--- src/rtl/ctrl_pkg.sv ---
// Shared encodings for the multi-cycle RV32I control unit: FSM states,
// opcodes, ALU codes, datapath select codes and the decoded control bundle.
package ctrl_pkg;

    typedef enum logic [2:0] {
        FETCH  = 3'd0,
        DECODE = 3'd1,
        EXEC   = 3'd2,
        MEM    = 3'd3,
        WB     = 3'd4,
        TRAP   = 3'd5
    } state_t;

    localparam logic [6:0] OP_R      = 7'b0110011;
    localparam logic [6:0] OP_I      = 7'b0010011;
    localparam logic [6:0] OP_LOAD   = 7'b0000011;
    localparam logic [6:0] OP_STORE  = 7'b0100011;
    localparam logic [6:0] OP_BRANCH = 7'b1100011;
    localparam logic [6:0] OP_JAL    = 7'b1101111;
    localparam logic [6:0] OP_JALR   = 7'b1100111;
    localparam logic [6:0] OP_LUI    = 7'b0110111;
    localparam logic [6:0] OP_AUIPC  = 7'b0010111;

    localparam logic [3:0] ALU_ADD   = 4'b0000;
    localparam logic [3:0] ALU_SUB   = 4'b0001;
    localparam logic [3:0] ALU_SLL   = 4'b0010;
    localparam logic [3:0] ALU_SLT   = 4'b0011;
    localparam logic [3:0] ALU_SLTU  = 4'b0100;
    localparam logic [3:0] ALU_XOR   = 4'b0101;
    localparam logic [3:0] ALU_SRL   = 4'b0110;
    localparam logic [3:0] ALU_SRA   = 4'b0111;
    localparam logic [3:0] ALU_OR    = 4'b1000;
    localparam logic [3:0] ALU_AND   = 4'b1001;
    localparam logic [3:0] ALU_PASSB = 4'b1010;

    localparam logic [2:0] IMM_I = 3'b000;
    localparam logic [2:0] IMM_S = 3'b001;
    localparam logic [2:0] IMM_B = 3'b010;
    localparam logic [2:0] IMM_J = 3'b011;
    localparam logic [2:0] IMM_U = 3'b100;

    localparam logic [1:0] PC_PLUS4 = 2'b00;
    localparam logic [1:0] PC_IMM   = 2'b01;
    localparam logic [1:0] PC_REG   = 2'b10;

    localparam logic [1:0] WB_ALU = 2'b00;
    localparam logic [1:0] WB_MEM = 2'b01;
    localparam logic [1:0] WB_PC4 = 2'b10;

    typedef enum logic [3:0] {
        CL_NONE, CL_R, CL_I, CL_LOAD, CL_STORE, CL_BRANCH,
        CL_JAL, CL_JALR, CL_LUI, CL_AUIPC
    } iclass_t;

    typedef struct packed {
        iclass_t    cls;
        logic [3:0] alu;
        logic [2:0] imm;
        logic       op_a;
        logic       op_b;
        logic [1:0] wb_src;
    } ctrl_t;

    // alt selects SUB/SRA; callers decide when IR[30] is meaningful
    function automatic logic [3:0] alu_from_funct(input logic [2:0] f3, input logic alt);
        case (f3)
            3'b000:  return alt ? ALU_SUB : ALU_ADD;
            3'b001:  return ALU_SLL;
            3'b010:  return ALU_SLT;
            3'b011:  return ALU_SLTU;
            3'b100:  return ALU_XOR;
            3'b101:  return alt ? ALU_SRA : ALU_SRL;
            3'b110:  return ALU_OR;
            default: return ALU_AND;
        endcase
    endfunction

endpackage

--- src/rtl/instr_decoder.sv ---
// Combinational RV32I decode of the instruction register into the control
// bundle, flagging unknown opcodes and undefined funct3/funct7 combinations.
module instr_decoder
    import ctrl_pkg::*;
#(
    parameter int INSTR_WIDTH = 32,
    parameter int OPCODE      = 7,
    parameter int FUNCTION3   = 3
) (
    input  logic [INSTR_WIDTH-1:0] ir_i,
    output ctrl_t                  ctrl_o,
    output logic                   illegal_o
);

    logic [OPCODE-1:0]    opcode;
    logic [FUNCTION3-1:0] fun3;
    logic                 fun7;
    logic                 unused_ir;

    assign opcode    = ir_i[OPCODE-1:0];
    assign fun3      = ir_i[12 +: FUNCTION3];
    assign fun7      = ir_i[30];
    assign unused_ir = ^{ir_i[INSTR_WIDTH-1:31], ir_i[29:15], ir_i[11:7]};

    always_comb begin
        ctrl_o        = '0;
        ctrl_o.cls    = CL_NONE;
        ctrl_o.alu    = ALU_ADD;
        ctrl_o.imm    = IMM_I;
        ctrl_o.op_b   = 1'b1;
        ctrl_o.wb_src = WB_ALU;
        illegal_o     = 1'b0;
        case (opcode)
            OP_R: begin
                ctrl_o.cls  = CL_R;
                ctrl_o.op_b = 1'b0;
                ctrl_o.alu  = alu_from_funct(fun3, fun7);
                illegal_o   = fun7 && (fun3 != 3'b000) && (fun3 != 3'b101);
            end
            OP_I: begin
                // IR[30] is immediate data except on the shift encodings
                ctrl_o.cls = CL_I;
                ctrl_o.alu = alu_from_funct(fun3, fun7 && (fun3 == 3'b101));
                illegal_o  = fun7 && (fun3 == 3'b001);
            end
            OP_LOAD: begin
                ctrl_o.cls    = CL_LOAD;
                ctrl_o.wb_src = WB_MEM;
                illegal_o     = !(fun3 inside {3'b000, 3'b001, 3'b010, 3'b100, 3'b101});
            end
            OP_STORE: begin
                ctrl_o.cls = CL_STORE;
                ctrl_o.imm = IMM_S;
                illegal_o  = (fun3 > 3'b010);
            end
            OP_BRANCH: begin
                ctrl_o.cls  = CL_BRANCH;
                ctrl_o.imm  = IMM_B;
                ctrl_o.op_a = 1'b1;
                illegal_o   = (fun3 == 3'b010) || (fun3 == 3'b011);
            end
            OP_JAL: begin
                ctrl_o.cls    = CL_JAL;
                ctrl_o.imm    = IMM_J;
                ctrl_o.op_a   = 1'b1;
                ctrl_o.wb_src = WB_PC4;
            end
            OP_JALR: begin
                ctrl_o.cls    = CL_JALR;
                ctrl_o.wb_src = WB_PC4;
                illegal_o     = (fun3 != 3'b000);
            end
            OP_LUI: begin
                ctrl_o.cls = CL_LUI;
                ctrl_o.imm = IMM_U;
                ctrl_o.alu = ALU_PASSB;
            end
            OP_AUIPC: begin
                ctrl_o.cls  = CL_AUIPC;
                ctrl_o.imm  = IMM_U;
                ctrl_o.op_a = 1'b1;
            end
            default: illegal_o = 1'b1;
        endcase
    end

endmodule

--- src/rtl/multicycle_control_unit.sv ---
// Multi-cycle RV32I control FSM: sequences fetch/decode/execute/memory/
// writeback with fetch and data-memory handshakes and a memory timeout trap.
module multicycle_control_unit
    import ctrl_pkg::*;
#(
    parameter int FUNCTION3   = 3,
    parameter int OPCODE      = 7,
    parameter int ALU_CONTROL = 4,
    parameter int INSTR_WIDTH = 32,
    parameter int MEM_TIMEOUT = 16
) (
    input  logic                   clk,
    input  logic                   reset,
    input  logic [INSTR_WIDTH-1:0] instr_i,
    input  logic                   instr_valid_i,
    input  logic                   mem_ack_i,
    input  logic                   branch_taken_i,
    output logic                   fetch_req_o,
    output logic                   mem_req_o,
    output logic                   mem_we_o,
    output logic                   reg_write_o,
    output logic                   pc_write_o,
    output logic [1:0]             pc_sel_o,
    output logic                   operand_a_o,
    output logic                   operand_b_o,
    output logic [2:0]             imm_sel,
    output logic [1:0]             mem_to_reg,
    output logic [ALU_CONTROL-1:0] alu_control,
    output logic                   illegal_o,
    output logic                   timeout_o,
    output logic [2:0]             state_o
);
    // state  | meaning
    // FETCH  | request instruction, latch IR on instr_valid_i
    // DECODE | register decoded controls, trap on illegal encoding
    // EXEC   | ALU cycle; branches retire here
    // MEM    | data-memory handshake with timeout counter
    // WB     | register write and PC update
    // TRAP   | absorbing until reset, flags hold

    localparam int CNT_W = (MEM_TIMEOUT > 1) ? $clog2(MEM_TIMEOUT) : 1;

    state_t                 state_q, state_d;
    logic [INSTR_WIDTH-1:0] ir_q, ir_d;
    ctrl_t                  ctrl_q, ctrl_d;
    logic [CNT_W-1:0]       cnt_q, cnt_d;
    logic                   illegal_q, illegal_d;
    logic                   timeout_q, timeout_d;
    ctrl_t                  dec_ctrl;
    logic                   dec_illegal;
    logic                   timeout_hit;

    instr_decoder #(
        .INSTR_WIDTH(INSTR_WIDTH),
        .OPCODE     (OPCODE),
        .FUNCTION3  (FUNCTION3)
    ) u_instr_decoder (
        .ir_i     (ir_q),
        .ctrl_o   (dec_ctrl),
        .illegal_o(dec_illegal)
    );

    // this cycle would be the MEM_TIMEOUT-th without an ack
    assign timeout_hit = (MEM_TIMEOUT != 0) && (cnt_q == CNT_W'(MEM_TIMEOUT - 1));

    always_comb begin
        state_d   = state_q;
        ir_d      = ir_q;
        ctrl_d    = ctrl_q;
        cnt_d     = cnt_q;
        illegal_d = illegal_q;
        timeout_d = timeout_q;
        case (state_q)
            FETCH: begin
                if (instr_valid_i) begin
                    ir_d    = instr_i;
                    state_d = DECODE;
                end
            end
            DECODE: begin
                ctrl_d = dec_ctrl;
                if (dec_illegal) begin
                    illegal_d = 1'b1;
                    state_d   = TRAP;
                end else begin
                    state_d = EXEC;
                end
            end
            EXEC: begin
                case (ctrl_q.cls)
                    CL_LOAD, CL_STORE: state_d = MEM;
                    CL_BRANCH:         state_d = FETCH;
                    default:           state_d = WB;
                endcase
            end
            MEM: begin
                if (mem_ack_i) begin
                    cnt_d   = '0;
                    state_d = (ctrl_q.cls == CL_STORE) ? FETCH : WB;
                end else if (timeout_hit) begin
                    cnt_d     = '0;
                    timeout_d = 1'b1;
                    state_d   = TRAP;
                end else begin
                    cnt_d = cnt_q + CNT_W'(1);
                end
            end
            WB:      state_d = FETCH;
            TRAP:    state_d = TRAP;
            default: state_d = FETCH;
        endcase
    end

    always_ff @(posedge clk) begin
        if (reset) begin
            state_q   <= FETCH;
            ir_q      <= '0;
            ctrl_q    <= '0;
            cnt_q     <= '0;
            illegal_q <= 1'b0;
            timeout_q <= 1'b0;
        end else begin
            state_q   <= state_d;
            ir_q      <= ir_d;
            ctrl_q    <= ctrl_d;
            cnt_q     <= cnt_d;
            illegal_q <= illegal_d;
            timeout_q <= timeout_d;
        end
    end

    // Retire strobes for branches and stores depend on same-cycle inputs
    always_comb begin
        pc_write_o = 1'b0;
        pc_sel_o   = PC_PLUS4;
        case (state_q)
            EXEC: begin
                if (ctrl_q.cls == CL_BRANCH) begin
                    pc_write_o = 1'b1;
                    pc_sel_o   = branch_taken_i ? PC_IMM : PC_PLUS4;
                end
            end
            MEM: pc_write_o = (ctrl_q.cls == CL_STORE) && mem_ack_i;
            WB: begin
                pc_write_o = 1'b1;
                if (ctrl_q.cls == CL_JAL) begin
                    pc_sel_o = PC_IMM;
                end else if (ctrl_q.cls == CL_JALR) begin
                    pc_sel_o = PC_REG;
                end
            end
            default: pc_write_o = 1'b0;
        endcase
    end

    assign fetch_req_o = (state_q == FETCH);
    assign mem_req_o   = (state_q == MEM);
    assign mem_we_o    = (state_q == MEM) && (ctrl_q.cls == CL_STORE);
    assign reg_write_o = (state_q == WB);
    assign operand_a_o = ctrl_q.op_a;
    assign operand_b_o = ctrl_q.op_b;
    assign imm_sel     = ctrl_q.imm;
    assign mem_to_reg  = ctrl_q.wb_src;
    assign alu_control = ALU_CONTROL'(ctrl_q.alu);
    assign illegal_o   = illegal_q;
    assign timeout_o   = timeout_q;
    assign state_o     = state_q;

endmodule
--- config.mk ---
export PLATFORM = sky130hd
export DESIGN_NAME = multicycle_control_unit
export DESIGN_NICKNAME = d
export VERILOG_FILES = /design/src/rtl/ctrl_pkg.sv /design/src/rtl/instr_decoder.sv /design/src/rtl/multicycle_control_unit.sv
export SDC_FILE = /design/constraint.sdc
export NUM_CORES = 1
export LEC_CHECK = 0
export ABC_AREA = 1
export CORE_ASPECT_RATIO = 2
export CORE_MARGIN = 2
export CORE_UTILIZATION = 41
export CTS_BUF_LIST = sky130_fd_sc_hd__clkbuf_2 sky130_fd_sc_hd__clkbuf_4 sky130_fd_sc_hd__clkbuf_8
export CTS_CLUSTER_DIAMETER = 100
export DETAILED_ROUTE_END_ITERATION = 7
export PLACE_DENSITY = 0.7
export SETUP_SLACK_MARGIN = 0.02
export SYNTH_ARGS = -nofsm -noshare
export SYNTH_HDL_FRONTEND = slang
export SYNTH_SLANG_ARGS = --single-unit
--- constraint.sdc ---
create_clock -name clk -period 3.7 [get_ports clk]
set_clock_uncertainty 0.1 [all_clocks]
set_input_delay 1.11 -clock clk [delete_from_list [all_inputs] [get_ports clk]]
set_output_delay 1.11 -clock clk [all_outputs]
set_load 0.01 [all_outputs]
==> flow_summary.ini, run 1 <==
[power_and_ir_drop]
combPwrFrac_pct = 21.1
swShare_pct = 30.3
p_leak_nw = 0.920
switching_power_mw = 0.274
irDropWorstVdd_mv = 0.227
p_seq_share_pct = 47.8
clkPwrFrac_pct = 31.1
p_int_mw = 0.630
powerDensity_nw_per_um2 = 398

[place]
hpwl_um = 3400
globalplace.congestion = 0.909
port_buffers = 38

[cts]
clk_latency_ns = 0.29
cts_root_buf = clkbuf_8
clock_path_buffers = 2
hold_buffers = 0
cts_buffers = 5
clkTransAtPathRegs_ns = 0.06
cts_num_sinks = 35
htreeDepth = 2
tritoncts = yes

[min_path]
hold_path_class = register to register

[floorplanning]
core_area_sq_um = 4300
dieHeight_um = 98.3
io_pins = 60
die_w_um = 51.2
start_util_pct = 42.4
rows = 34
die-area_sq_um = 5030

[finish]
drive_gt1_share_pct = 8.55
utilization_pct = 52.9
regMostFlops = ir_q
synthToLayoutAreaGrowth_pct = 24.7
seq_area_sq_um = 701
largest_reg_flops = 11
nFillCells = 442
nNetsFinal = 342
diodes = 0
multi_input_area_sq_um = 903

[yosys]
async_flop_share_pct = 0
syn_inst = 274
synth_top_area_share_pct = 38.4
yosysSeqAreaShare_pct = 38.4
ys_ff_latch = 35
yosys_warnings = 0
synthFlopType = dfxtp_1
synth.distinct_cells = 27
avgSynthCellArea_sq_um = 6.65
yosys.area.top_type = dfxtp_1
syn_area_sq_um = 1820
syn_nets = 312
synth_edf_count = 0
yosys-top-cells-area = dfxtp_1 38%, nand2_1 12%, a21oi_1 9.1%

[critical_path]
crit_chain = clkdlybuf4s50_1 -> inv_1 -> o21ai_0 -> clkdlybuf4s50_1
crit_path_frequent_cell = clkdlybuf4s50_1
cp_slowest_stage_delay_ns = 0.55
cp.required_ns = 2.49
criticalPathCategory = primary input to primary output
critPathLaunchType = primary input
worstPathArrival_ns = 2.29
slowest_stage = clkdlybuf4s50_1
end_kind = primary output
crit_fanout = 1

[timing]
slew_violations = 0
setup-tns-final_ns = 0
max_freq_mhz = 285
slew_headroom_pct = 62.4
hold_viol = 0
setup_viol = 0
min_period_ns = 3.50
rsz0062_at_grt = no
tightestPinTransition_ns = 0.563
post-route-period-util_pct = 94.7

[routing]
ant_nets = 0
dr.pass1.iters = 4
wl_um = 4390
drtIter0Drc = 39
drc = 0
wl_per_cell_um = 12.3
via_per_inst = 5.17
routed-via-count = 1850

[global_routing]
antenna_found_initial = 0
grt_max_degree = 21
grt_usage_pct = 19.1
grt_pass1_vias = 1728
overflow = 0
grt_pass1_wl_um = 7310

[run_status]
status = completed

[flow_run]
drv_cap = 0
[routing by layer]
| metal | wire, um | GRT usage [%] |
|---|---|---|
| met5 | 0 | 0 |
| met4 | 170 | 12.1 |
| met3 | 132 | 3.67 |
| met2 | 2480 | 36.1 |
| met1 | 1600 | 17.4 |
[critical path, delay by kind of cell]
family	cells	cell delay [ns]
AO/OA/AOI/OAI	1	0.14
buffers and inverters	3	1.03
[final cells by class]
cell class | count | area share, %
multi-input cells | 190 | 39.7
flip-flops and latches | 35 | 30.8
repair buffers | 40 | 17.3
inverters | 32 | 5.28
clock buffers | 6 | 3.63
well taps | 54 | 2.97
clock inverters | 1 | 0.220
[power groups by stage]
stage	combinational [mW]	sequential (mW)	clock (mW)
finish	0.191	0.432	0.282
global placement	0.190	0.439	0
global route	0.214	0.435	0.304
floorplan	0.124	0.438	0
CTS	0.192	0.432	0.284
detailed placement	0.192	0.440	0
[metrics by stage]
stage	total power, mW	hold WS, ns	cells	area [sq um]	setup slack [ns]
global placement	0.629	0.342	351	2190	0.0468
finish	0.905	0.357	358	2270	0.197
global route	0.953	0.384	358	2270	0.148
floorplan	0.562	0.346	274	1820	1.01
CTS	0.908	0.366	358	2270	0.196
detailed placement	0.632	0.357	351	2190	0.0276
[cell usage in the layout (no fill, tap or decap), drive strengths merged, types with 2 or more instances in the layout]
master / count
a21oi: 33
buf: 2
clkbuf: 6
clkdlybuf4s50: 37
dfxtp: 35
inv: 32
nand2: 58
nand3: 25
nand4: 5
nor2: 31
nor3: 7
o211ai: 4
o21ai: 19
[worst paths after layout]
| check | startpoint | end | slack (ns) | cells after the start |
|---|---|---|---|---|
| min | illegal_o | illegal_o | 0.36 | 2 |
| max reg2reg | state_o[0] | alu_control[3] | 1.86 | 6 |
| min reg2reg | illegal_o | illegal_o | 0.36 | 2 |
| max | branch_taken_i | pc_sel_o[0] | 0.20 | 4 |
[cells in the mapped netlist (all sizes together), types with 4 or more instances]
cell type	instances
dfxtp	35
buf	10
clkbuf	7
nand2	58
inv	32
o211ai	4
nand4	5
nor3	7
o21ai	19
nand3	25
a21oi	33
nor2	31
[kinds of logic after synthesis]
| family | after synthesis | synth area share, % |
|---|---|---|
| xor+xnor | 1 | 0.481 |
| buf+inv | 49 | 12.0 |
| simple gates | 128 | 30.8 |
| compound gates | 60 | 17.6 |
| fa+ha+maj | 1 | 0.686 |
| flops | 35 | 38.4 |
[repair_timing]
action / in CTS / in global routing
hold endpoints to repair: 0 / 0
buffers inserted: 0 / 0
gates resized for setup: 1 / 0
endpoints found under the setup margin: 1 / 0
(Power assumes the default switching activity.)
==> run 2, diff against run 1 <==
==> constraint.sdc (replaced) <==
create_clock -name clk -period 4.3 [get_ports clk]
set_clock_uncertainty 0.1 [all_clocks]
set_input_delay 0.86 -clock clk [delete_from_list [all_inputs] [get_ports clk]]
set_output_delay 0.86 -clock clk [all_outputs]
set_load 0.01 [all_outputs]
==> flow_summary.ini, run 2 (synthesized netlist as in run 1, its figures left out) <==
[routing]
routed-via-count = 1811
wl_um = 4400
wl_per_cell_um = 12.3
via_per_inst = 5.07
dr.pass1.iters = 4
ant_nets = 0
drc = 0
drtIter0Drc = 39

[timing]
rsz0062_at_grt = no
min_period_ns = 3.19
post-route-period-util_pct = 74.1
slew_violations = 0
tightestPinTransition_ns = 0.584
slew_headroom_pct = 61.0
timing.final.ws_setup_ns = 1.11
hold_viol = 0
max_freq_mhz = 314
setup_viol = 0
setup-tns-final_ns = 0

[run_status]
status = completed

[critical_path]
reg2reg_to = alu_control[3]
end_kind = primary output
r2r_cells = 6
crit_fanout = 3
r2r-start = state_o[0]
r2r_setup_slack_ns = 2.44
crit_path_frequent_cell = clkdlybuf4s50_1
critPathLaunchType = primary input
worstPathArrival_ns = 2.23
cp.required_ns = 3.34
criticalPathCategory = primary input to primary output
crit_chain = clkdlybuf4s50_1 -> nand4_1 -> o211ai_1 -> clkdlybuf4s50_1
cp_slowest_stage_delay_ns = 0.55
slowest_stage = clkdlybuf4s50_1
startpoint = mem_ack_i
crit_end = pc_write_o

[power_and_ir_drop]
swShare_pct = 30.1
irDropWorstVdd_mv = 0.229
p_seq_share_pct = 48.0
combPwrFrac_pct = 21.3
switching_power_mw = 0.233
p_int_mw = 0.542
p_leak_nw = 0.911
clkPwrFrac_pct = 30.7
powerDensity_nw_per_um2 = 342
total_power_mw = 0.775

[place]
dp_cells = 350
place_ws_ns = 1.11
port_buffers = 38
globalplace.congestion = 0.891
hpwl_um = 3390
dpl_cell_area_sq_um = 2180

[global_routing]
overflow = 0
antenna_found_initial = 0
grt_max_degree = 21
grt_pass1_vias = 1762
grt_usage_pct = 19.6
grt_pass1_wl_um = 7550

[cts]
tritoncts = yes
cts_root_buf = clkbuf_8
cts_buffers = 5
cts_num_sinks = 35
clkTransAtPathRegs_ns = 0.07
htreeDepth = 2
clk_latency_ns = 0.29
hold_buffers = 0
cts_resized = 0
cts_setup_buffers = 0
clock_path_buffers = 2

[floorplanning]
start_util_pct = 42.4
io_pins = 60
die_w_um = 51.2
rows = 34
dieHeight_um = 98.3
core_area_sq_um = 4300
die-area_sq_um = 5030

[finish]
drive_gt1_share_pct = 8.25
layout_common_cells = 56 x nand2_1, 38 x clkdlybuf4s50_1, 35 x dfxtp_1, 33 x a21oi_1, 28 x nor2_1
final_common_cell = nand2_1
diodes = 0
nNetsFinal = 341
fin_area_sq_um = 2270
largest_reg_flops = 11
synthToLayoutAreaGrowth_pct = 24.4
instances_no_fill = 357
regMostFlops = ir_q

[min_path]
hold_path_class = register to register

[flow_run]
drv_cap = 0
-- run 2: worst min-delay path by stage --
stage | start | endpoint | slack (ns) | depth (start not counted)
2_1_floorplan | alu_control[0] | alu_control[0] | 0.35 | 2
3_3_place_gp | illegal_o | illegal_o | 0.34 | 2
3_5_place_dp | illegal_o | illegal_o | 0.35 | 2
4_1_cts | illegal_o | illegal_o | 0.36 | 2
5_1_grt | illegal_o | illegal_o | 0.38 | 2
6_report | illegal_o | illegal_o | 0.35 | 2
-- run 2: per-stage QoR --
| stage | utilization (%) | hold slack (ns) |
|---|---|---|
| 2_1_floorplan | - | 0.346 |
| 3_3_place_gp | 50.7 | 0.342 |
| 3_5_place_dp | 50.7 | 0.348 |
| 4_1_cts | 52.8 | 0.358 |
| 5_1_grt | 52.8 | 0.384 |
| 6_report | 52.8 | 0.352 |
-- run 2: power groups by stage --
stage	Sequential, mW	Combinational (mW)	Clock, mW
2_1_floorplan	0.377	0.107	0
3_3_place_gp	0.378	0.163	0
3_5_place_dp	0.379	0.166	0
4_1_cts	0.371	0.166	0.243
5_1_grt	0.375	0.187	0.257
6_report	0.372	0.165	0.238
-- run 2: layout make-up --
type,count,area [sq um]
clock buffer,6,82.6
clock inverter,1,5.00
fill,456,2030
inverter,32,120
multi-input combinational,190,903
sequential,35,701
tap,54,67.6
timing repair buffer,39,388
-- run 2: routing by layer --
metal	track usage [%]	wire length, um
met5	0	0
met2	37.7	2500
met3	4.13	136
met4	9.98	129
met1	18.0	1630
-- run 2: critical path, delay by kind of cell --
kind	cells	cell delay, ns
AO/OA/AOI/OAI	1	0.19
AND/OR/NAND/NOR	1	0.13
buffers and inverters	2	1.05
==> run 3, diff against run 2 <==
--- a/config.mk
+++ b/config.mk
@@ -12,7 +12,7 @@
 export CTS_BUF_LIST = sky130_fd_sc_hd__clkbuf_2 sky130_fd_sc_hd__clkbuf_4 sky130_fd_sc_hd__clkbuf_8
 export CTS_CLUSTER_DIAMETER = 100
 export DETAILED_ROUTE_END_ITERATION = 7
-export PLACE_DENSITY = 0.7
+export PLACE_DENSITY = 0.73
 export SETUP_SLACK_MARGIN = 0.02
 export SYNTH_ARGS = -nofsm -noshare
 export SYNTH_HDL_FRONTEND = slang
==> constraint.sdc (replaced) <==
create_clock -name clk -period 2.9 [get_ports clk]
set_clock_uncertainty 0.1 [all_clocks]
set_input_delay 0.58 -clock clk [delete_from_list [all_inputs] [get_ports clk]]
set_output_delay 0.58 -clock clk [all_outputs]
set_load 0.01 [all_outputs]
==> flow_summary.ini, run 3 (synthesized netlist as in run 1, its figures left out) <==
[run_status]
status = completed

[min_path]
hold_path_end = illegal_o
hold-path-cell-count = 2
hold_path_class = register to register
hp-start = illegal_o

[cts]
clkTransAtPathRegs_ns = 0.08
tritoncts = yes
cts_num_sinks = 35
cts_resized = 0
cts_buffers = 5
clock_path_buffers = 2
hold_buffers = 0
cts_root_buf = clkbuf_8
htreeDepth = 2
clk_latency_ns = 0.29
cts_setup_buffers = 0

[finish]
largest_reg_flops = 11
utilization_pct = 53.5
drive_gt1_share_pct = 8.55
synthToLayoutAreaGrowth_pct = 26.0
layout_common_cells = 56 x nand2_1, 38 x clkdlybuf4s50_1, 35 x dfxtp_1, 33 x a21oi_1, 28 x nor2_1
nFillCells = 463
final_common_cell = nand2_1
nNetsFinal = 341
diodes = 0
regMostFlops = ir_q

[critical_path]
reg2reg_to = alu_control[3]
cp.required_ns = 2.22
r2r-start = state_o[0]
r2r_cells = 6
critPathLaunchType = register
crit_fanout = 4
r2r_setup_slack_ns = 1.07
worstPathArrival_ns = 2.00
end_kind = primary output
criticalPathCategory = register to primary output

[routing]
wl_per_cell_um = 11.5
dr.pass1.iters = 4
routed-via-count = 1819
via_per_inst = 5.08
wl_um = 4130
drc = 0
drtIter0Drc = 39
ant_nets = 0

[floorplanning]
die-area_sq_um = 5030
io_pins = 60
rows = 34
dieHeight_um = 98.3
start_util_pct = 42.4
core_area_sq_um = 4300
die_w_um = 51.2

[timing]
min_period_ns = 2.68
post-route-period-util_pct = 92.3
slew_headroom_pct = 62.5
setup-tns-final_ns = 0
max_freq_mhz = 373
hold_viol = 0
tightestPinTransition_ns = 0.562
slew_violations = 0
rsz0062_at_grt = no
setup_viol = 0

[power_and_ir_drop]
irDropWorstVdd_mv = 0.433
p_int_mw = 0.896
p_seq_share_pct = 44.3
switching_power_mw = 0.351
clkPwrFrac_pct = 36.5
combPwrFrac_pct = 19.2
swShare_pct = 28.2
powerDensity_nw_per_um2 = 543
p_leak_nw = 0.925

[global_routing]
grt_max_degree = 21
grt_usage_pct = 18.2
overflow = 0
grt_pass1_vias = 1715
grt_pass1_wl_um = 7010
antenna_found_initial = 0

[flow_run]
drv_cap = 0

[place]
globalplace.congestion = 0.908
port_buffers = 38
hpwl_um = 3190
==> run 3: cell count changes in the layout (fill, tap and decap cells not counted) <==
cell,change
bufinv_16,+1
==> run 3: final cells by class <==
| class | count | area (sq um) | area share [%] |
|---|---|---|---|
| flip-flops and latches | 35 | 701 | 30.5 |
| well taps | 54 | 67.6 | 2.94 |
| clock inverters | 2 | 35.0 | 1.53 |
| multi-input cells | 190 | 903 | 39.3 |
| inverters | 32 | 120 | 5.23 |
| repair buffers | 39 | 388 | 16.9 |
| clock buffers | 6 | 82.6 | 3.59 |
==> run 3: power groups by stage <==
| stage | Combinational [mW] | Clock (mW) | Sequential [mW] |
|---|---|---|---|
| after floorplan | 0.158 | 0 | 0.559 |
| after global placement | 0.240 | 0 | 0.560 |
| after detailed placement | 0.241 | 0 | 0.562 |
| after CTS | 0.243 | 0.462 | 0.551 |
| after global routing | 0.271 | 0.484 | 0.556 |
| final | 0.240 | 0.455 | 0.552 |
==> run 3: worst max-delay path, cell delays in order, from the launching register on <==
cell and delay [ns]:
dfxtp_1 0.41, inv_1 0.08, nor3_1 0.28, nand4_1 0.19, o21ai_0 0.20, clkdlybuf4s50_1 0.56
==> run 3: through the flow <==
step | instances | cell area (sq um) | setup slack [ns] | hold WS (ns) | total power, mW
final | 358 | 2300 | 0.223 | 0.354 | 1.25
after global routing | 358 | 2300 | 0.0765 | 0.387 | 1.31
after CTS | 358 | 2300 | 0.252 | 0.360 | 1.26
after detailed placement | 350 | 2180 | 0.257 | 0.350 | 0.803
after global placement | 350 | 2180 | 0.273 | 0.346 | 0.800
after floorplan | 274 | 1820 | 1.06 | 0.346 | 0.717
==> run 3: worst max-delay path by stage <==
stage / start / to / slack, ns
4_1_cts: mem_ack_i / pc_write_o / 0.25
5_1_grt: state_o[1] / pc_sel_o[0] / 0.08
3_5_place_dp: mem_ack_i / pc_write_o / 0.26
3_3_place_gp: mem_ack_i / pc_write_o / 0.27
2_1_floorplan: state_o[2] / pc_sel_o[1] / 1.06
6_report: state_o[1] / pc_sel_o[0] / 0.22
==> run 3: layer usage <==
metal	wire, um	vias to the layer above	GRT usage (%)
li1	-	955	-
met4	115	0	10.6
met2	2300	42	35.2
met3	115	8	2.75
met1	1600	814	16.8
met5	0	-	0
